[src/rtl/multdiv_seq.sv]
// Purpose : iterative signed 32-bit multiply / divide sequencer driving an external thermometer step register.
// Latency : 34 cycles from the ctrl edge to the data_resultRDY pulse (1 cycle for zero operands with MULTDIV_EARLY_ZERO_EN).
// Backpressure: none; ctrl pulses outside IDLE are dropped, the result is a one-cycle pulse and is not queued.
//
// Ports:
//   clk, reset                    rising-edge clock, asynchronous active-high reset
//   ctrl_MULT, ctrl_DIV           start pulses (both high -> multiply)
//   data_operandA/B               signed multiplicand/dividend, multiplier/divisor
//   step_therm                    thermometer count from the step register (MSB set = all steps done)
//   ctr_clr, ctr_run              clear / shift requests to the step register
//   data_result, data_exception   product low word or quotient, overflow / divide-by-zero flag
//   data_resultRDY                one-cycle result-valid pulse
// Optional build macro: MULTDIV_EARLY_ZERO_EN (zero operand finishes one cycle after the ctrl edge).
module multdiv_seq #(
    parameter int WIDTH = 32
) (
    input  logic             clk,
    input  logic             reset,
    input  logic             ctrl_MULT,
    input  logic             ctrl_DIV,
    input  logic [WIDTH-1:0] data_operandA,
    input  logic [WIDTH-1:0] data_operandB,
    input  logic [WIDTH-1:0] step_therm,
    output logic             ctr_clr,
    output logic             ctr_run,
    output logic [WIDTH-1:0] data_result,
    output logic             data_exception,
    output logic             data_resultRDY
);

    typedef enum logic [2:0] {IDLE, CLEAR, RUN, ZERO, DONE} state_t;

    state_t state, state_nxt;

    logic                 start, start_div, early_zero, steps_done;
    logic [WIDTH:0]       mag_a, mag_b;
    logic                 op_div, neg, b_zero;
    logic [WIDTH:0]       mcand;       // multiplicand (MULT) or divisor (DIV) magnitude
    logic [2*WIDTH-1:0]   acc;         // {partial product hi, multiplier} or {remainder, dividend/quotient}
    logic [WIDTH:0]       addend, mul_sum, rem_sh;
    logic [WIDTH+1:0]     diff;
    logic [2*WIDTH-1:0]   mul_next, div_next, prod_s;
    logic [WIDTH:0]       quo_s;
    logic [WIDTH-1:0]     fin_result;
    logic                 fin_exc;
    logic                 unused_bits;

    assign start      = ctrl_MULT | ctrl_DIV;
    assign start_div  = ctrl_DIV & ~ctrl_MULT;
    assign steps_done = step_therm[WIDTH-1];

`ifdef MULTDIV_EARLY_ZERO_EN
    assign early_zero = (data_operandA == '0) || (data_operandB == '0);
`else
    assign early_zero = 1'b0;
`endif

    // Magnitudes are formed one bit wider so that |0x80000000| does not wrap.
    assign mag_a = data_operandA[WIDTH-1] ? ({(WIDTH+1){1'b0}} - {1'b1, data_operandA})
                                          : {1'b0, data_operandA};
    assign mag_b = data_operandB[WIDTH-1] ? ({(WIDTH+1){1'b0}} - {1'b1, data_operandB})
                                          : {1'b0, data_operandB};

    // Shift-add step: add multiplicand into the high half when the multiplier LSB is set, then shift right.
    assign addend   = acc[0] ? mcand : '0;
    assign mul_sum  = {1'b0, acc[2*WIDTH-1:WIDTH]} + addend;
    assign mul_next = {mul_sum, acc[WIDTH-1:1]};

    // Restoring step: shift the next dividend bit into the remainder, subtract if it fits.
    assign rem_sh   = {acc[2*WIDTH-1:WIDTH], acc[WIDTH-1]};
    assign diff     = {1'b0, rem_sh} - {1'b0, mcand};
    assign div_next = diff[WIDTH+1] ? {rem_sh[WIDTH-1:0], acc[WIDTH-2:0], 1'b0}
                                    : {diff[WIDTH-1:0],   acc[WIDTH-2:0], 1'b1};

    // Sign is applied once, after all iterations.
    assign prod_s = neg ? ({(2*WIDTH){1'b0}} - acc) : acc;
    assign quo_s  = neg ? ({(WIDTH+1){1'b0}} - {1'b0, acc[WIDTH-1:0]}) : {1'b0, acc[WIDTH-1:0]};

    always_comb begin
        fin_result = '0;
        fin_exc    = 1'b0;
        if (op_div) begin
            if (b_zero) begin
                fin_result = '0;
                fin_exc    = 1'b1;
            end else begin
                fin_result = quo_s[WIDTH-1:0];
                fin_exc    = quo_s[WIDTH] ^ quo_s[WIDTH-1];   // only +2^31 (MIN / -1) lands here
            end
        end else begin
            fin_result = prod_s[WIDTH-1:0];
            fin_exc    = (prod_s[2*WIDTH-1:WIDTH] != {WIDTH{prod_s[WIDTH-1]}});
        end
    end

    assign unused_bits = ^{diff[WIDTH], step_therm[WIDTH-2:0]};

    always_ff @(posedge clk or posedge reset) begin
        if (reset) begin
            state <= IDLE;
        end else begin
            state <= state_nxt;
        end
    end

    always_comb begin
        state_nxt      = state;
        ctr_clr        = 1'b0;
        ctr_run        = 1'b0;
        data_resultRDY = 1'b0;
        case (state)
            IDLE:  if (start) state_nxt = early_zero ? ZERO : CLEAR;
            CLEAR: begin
                ctr_clr   = 1'b1;
                state_nxt = RUN;
            end
            RUN: begin
                if (steps_done) state_nxt = DONE;
                else            ctr_run   = 1'b1;
            end
            ZERO:  state_nxt = DONE;
            DONE: begin
                data_resultRDY = 1'b1;
                state_nxt      = IDLE;
            end
            default: state_nxt = IDLE;
        endcase
    end

    always_ff @(posedge clk or posedge reset) begin
        if (reset) begin
            op_div         <= 1'b0;
            neg            <= 1'b0;
            b_zero         <= 1'b0;
            mcand          <= '0;
            acc            <= '0;
            data_result    <= '0;
            data_exception <= 1'b0;
        end else begin
            if (state == IDLE && start) begin
                op_div <= start_div;
                neg    <= data_operandA[WIDTH-1] ^ data_operandB[WIDTH-1];
                b_zero <= (data_operandB == '0);
                mcand  <= start_div ? mag_b : mag_a;
                acc    <= {{WIDTH{1'b0}}, (start_div ? mag_a[WIDTH-1:0] : mag_b[WIDTH-1:0])};
            end
            if (state == RUN) begin
                if (steps_done) begin
                    data_result    <= fin_result;
                    data_exception <= fin_exc;
                end else begin
                    acc <= op_div ? div_next : mul_next;
                end
            end
            if (state == ZERO) begin
                data_result    <= '0;
                data_exception <= op_div & b_zero;
            end
        end
    end

endmodule

[config.mk]
export PLATFORM = sky130hd
export DESIGN_NAME = multdiv_seq
export DESIGN_NICKNAME = d
export VERILOG_FILES = /design/src/rtl/multdiv_seq.sv
export SDC_FILE = /design/constraint.sdc
export NUM_CORES = 1
export LEC_CHECK = 0
export ABC_AREA = 1
export CELL_PAD_IN_SITES_DETAIL_PLACEMENT = 0
export CELL_PAD_IN_SITES_GLOBAL_PLACEMENT = 1
export CORE_MARGIN = 10
export CORE_UTILIZATION = 35
export CTS_CLUSTER_DIAMETER = 50
export DETAILED_ROUTE_END_ITERATION = 6
export PLACE_DENSITY = 0.79
export SLEW_MARGIN = 10
export SYNTH_ARGS = -nofsm -noshare
export SYNTH_HDL_FRONTEND = slang
export SYNTH_SLANG_ARGS = --single-unit
[constraint.sdc]
create_clock -name clk -period 9 [get_ports clk]
set_input_delay 1.8 -clock clk [delete_from_list [all_inputs] [get_ports clk]]
set_output_delay 1.8 -clock clk [all_outputs]
set_load 0.005 [all_outputs]
After elaboration in Yosys (flattened, before gate mapping). Index checks and enable logic that the tools add are counted.

Output and inout port bits: 36. Logic and storage cells: 63. Input bits: 100. Register bits after elaboration: 136.

Equality and inequality tests: 7. Muxes and demuxes: 29. $add $sub $neg: 6. Reduce and logical (&&, ||, !) cells: 7. Bitwise logic cells: 6.

Operators by type and width (count): 64-bit two-way mux (6); 32-bit two-way mux (6); 33-bit two-way mux (5); 1-bit by 33-bit subtractor with 33-bit output (first input constant) (2); 1-bit by 64-bit subtractor with 64-bit output (first input constant) (1); 33-bit by 33-bit subtractor with 34-bit output (1); 32-bit by 33-bit adder with 33-bit output (1); 1-bit by 32-bit subtractor with 33-bit output (first input constant) (1); 32-bit zero test (1); 32-bit != test (1); 3-bit one-hot mux with 4 select lines (1); 1-bit two-way mux (9); 3-bit by 2-bit equality test with 1-bit output (second input constant) (2); 3-bit two-way mux (2); 2-bit != test (second input constant) (2); 2-bit AND reduction (2); 2-bit nonzero test (2); 3-bit by 1-bit equality test with 1-bit output (second input constant) (1); 3-bit equality test (second input constant) (1); 3-bit zero test (1); 1-bit bitwise AND (2); 1-bit XOR (2); 1-bit logical AND (1); 1-bit NOT (1); 1-bit OR (1).

Longest topological paths before layout.
Depth after elaboration: 8. Mapped depth: 20. Mapped depth without buffers: 19.

Least setup slack after synthesis. Ideal clock, no wire load.

Kind: input to output. From: input step_therm[31]. To: output ctr_run. Path slack: 4726 ps. Buffers on the path: 2. Data required time: 7200 ps. Stages on the path: 3. Arrival: 2474 ps. Cell sequence: nor2_1 > clkbuf_1 > buf_1.

Word-level cells in the longest chain between the ends: 2.

Ends and longest elaborated chain: start, declared (line 23) `input logic [WIDTH-1:0] step_therm,`; 1-bit two-way mux (line 118) `if (steps_done) state_nxt = DONE;`; 1-bit two-way mux (line 111) `case (state)`; end, declared (line 25) `output logic ctr_run,`.

Every way passes these cells.

Worst setup path in the final report. Same ends and word-level chain as after synthesis.

==> impl_metrics.json <==
{
  "ios": 136,
  "timing.hold.ws_ns": 0.486,
  "layout-drive-gt1-share_pct": 4.16,
  "wl_per_cell_um": 21.4,
  "p_leak_nw": 8.48,
  "rsz0062_at_grt": "no",
  "cp_top_family": "buffers and inverters",
  "hp-class": "flip-flop to flip-flop",
  "drt_iter0_drc": 1678,
  "routed_wl_um": 67500,
  "slew_violations": 0,
  "cp_cell_sequence": "clkdlybuf4s50_1 > nor2_4 > buf_4 > clkdlybuf4s50_1",
  "antenna_found_initial": 0,
  "status": "finished, final reports clean",
  "nNetsFinal": 2731,
  "synth_top_flop_cell": "dfrtp_1",
  "cts_buffers": 17,
  "max_stage_delay_ns": 0.60,
  "tightestPinTransition_ns": 1.08,
  "worst-path-max-fanout": 24,
  "firstDrtPassIters": 6,
  "die_y_um": 228,
  "io_buffers": 104,
  "worst_clock_skew_ns": 0.0157,
  "worstSetupPathType": "input port to output port",
  "max_slew_margin_pct": 28.1,
  "power_density_nw_per_um2": 410,
  "hold_buffers": 0,
  "cts_tree": "built",
  "htree_levels": 4,
  "min_period_over_period_pct": 56.8,
  "syn_to_final_growth_pct": 14.8,
  "clkTransAtPathRegs_ns": 0.08,
  "cts-root-buf": "clkbuf_16",
  "ys_warn_count": 0,
  "fmax_ghz": 0.195,
  "synth_nets": 2677,
  "ys_types": 58,
  "synth.avg_cell_area_um2": 6.04,
  "cts_resized": 0,
  "synth_edf_count": 0,
  "avgViaCountPerCell": 5.50,
  "grt_max_degree": 83,
  "core_area_um2": 42900,
  "postCtsSetupBuffers": 0,
  "synth-async-reset-ratio_pct": 100,
  "synth_area_leaders": "dfrtp_1, nand2_1, inv_1, nor2_1, o21ai_0",
  "seq_area_frac_synth_pct": 22.5,
  "die_x_um": 228,
  "rows": 76,
  "final-setup-viol-count": 0,
  "startpoint_type": "input port",
  "start_util_pct": 35.3,
  "antenna_left": 0,
  "cts_buffer_depth": 2,
  "num_antenna_cells": 0,
  "grt-ovfl-total": 0,
  "yosysMostFrequentCell": "nand2_1",
  "grt_usage_pct": 25.3,
  "yosys-top-cells-count": "nand2_1, inv_1, nor2_1",
  "yosysTopAreaCellShare_pct": 22.5,
  "yosysTopAreaCell": "dfrtp_1",
  "worstSkewPairLatency_ns": 0.46,
  "die_area_um2": 52000,
  "crit_arrival_ns": 3.32,
  "fin_setup_tns_ns": 0,
  "required_ns": 7.20,
  "irDropWorstVdd_v": 0.000257,
  "hpwlAfterDp_um": 54000,
  "remaining_drc_errors": 0,
  "place.gp.congestion": 0.986,
  "hold_violations": 0,
  "cts_num_sinks": 136,
  "period_needed_ns": 5.12,
  "ys_ff_latch": 136,
  "crit_path_top_delay_cell": "clkdlybuf4s50_1",
  "grt_pass1_vias": 16558,
  "cap_violations": 0,
  "crit_top_cell": "clkdlybuf4s50_1",
  "cp-end-kind": "output port",
  "vias": 17367,
  "postSynthCellCount": 2507,
  "netlist_area_um2": 15100,
  "crit_buf_inv": 3,
  "grt_pass1_wl_um": 102000
}
## path summary, 6_finish.rpt
check | from | to | slack, ns | cells after the start
max | step_therm[31] | ctr_run | 3.88 | 4
min | data_exception | data_exception | 0.49 | 2
max reg2reg | acc[58] | acc[60] | 5.23 | 15
min reg2reg | data_exception | data_exception | 0.49 | 2
max in group asynchronous | reset | op_div | 5.80 | 3
min in group asynchronous | reset | data_result[1] | 1.87 | 2
## power breakdown
group          total, mW  switching, mW  leakage [nW]  internal, mW
Sequential          1.43          0.555          1.74         0.879
Clock              0.803          0.350         0.313         0.453
Combinational       4.90           3.31          6.43          1.59
## layout by cell type, fill, tap and decap left out, drive strengths merged, types with 17 or more instances in the layout
cell type / count
nand2: 714
nor2: 315
inv: 313
o21ai: 205
nand3: 174
a21oi: 155
dfrtp: 136
clkdlybuf4s50: 104
xor2: 73
ha: 68
nor3: 37
xnor2: 28
nand4: 25
o211ai: 24
a22oi: 19
buf: 18
clkbuf: 17
## layout make-up
type                            instances  area [um2]
Sequential cell                       136        3410
Inverter                              308        1160
Clock inverter                         15         219
Fill cell                            4706       25500
Timing Repair Buffer                  122        1180
Multi-Input combinational cell       1976       10300
Tap cell                              585         732
Clock buffer                           17         425
## routing by layer
metal	track usage (%)	vias to the layer above	wire length, um
li1	-	8411	-
met1	32.7	8175	29400
met5	0	-	0
met2	41.6	659	31100
met3	2.88	122	3740
met4	11.6	0	3310
## cell families (layout without fill, tap and decap cells)
kind of cell	after synthesis	after routing	share of synthesized area, %
buf+inv	395	462	10.0
compound gates	512	512	20.0
xor+xnor	101	101	5.84
simple gates	1293	1293	35.7
fa+ha+maj	70	70	5.88
flops	136	136	22.5
## through the flow
step	area [um2]	worst slack (ns)	utilization (%)	total power, mW	cells
5_1_grt	17400	3.84	40.5	7.74	3159
3_5_place_dp	16700	3.89	39.0	6.24	3127
2_1_floorplan	15100	3.56	-	4.55	2507
6_report	17400	3.88	40.5	7.13	3159
3_3_place_gp	16700	3.90	39.0	6.24	3127
4_1_cts	17400	3.89	40.5	7.07	3159
## registers in the layout (all words and copies together) (netlist names)
name            flops
neg                 1
data_result        32
op_div              1
acc                64
b_zero              1
state               3
mcand              33
data_exception      1
## tightest hold or removal path, cell delays in order, from the launching register on
cell     delay [ns]
dfrtp_1        0.35
nand2_1        0.05
nand2_1        0.06
Note: power is estimated with default switching activity, not from simulation.
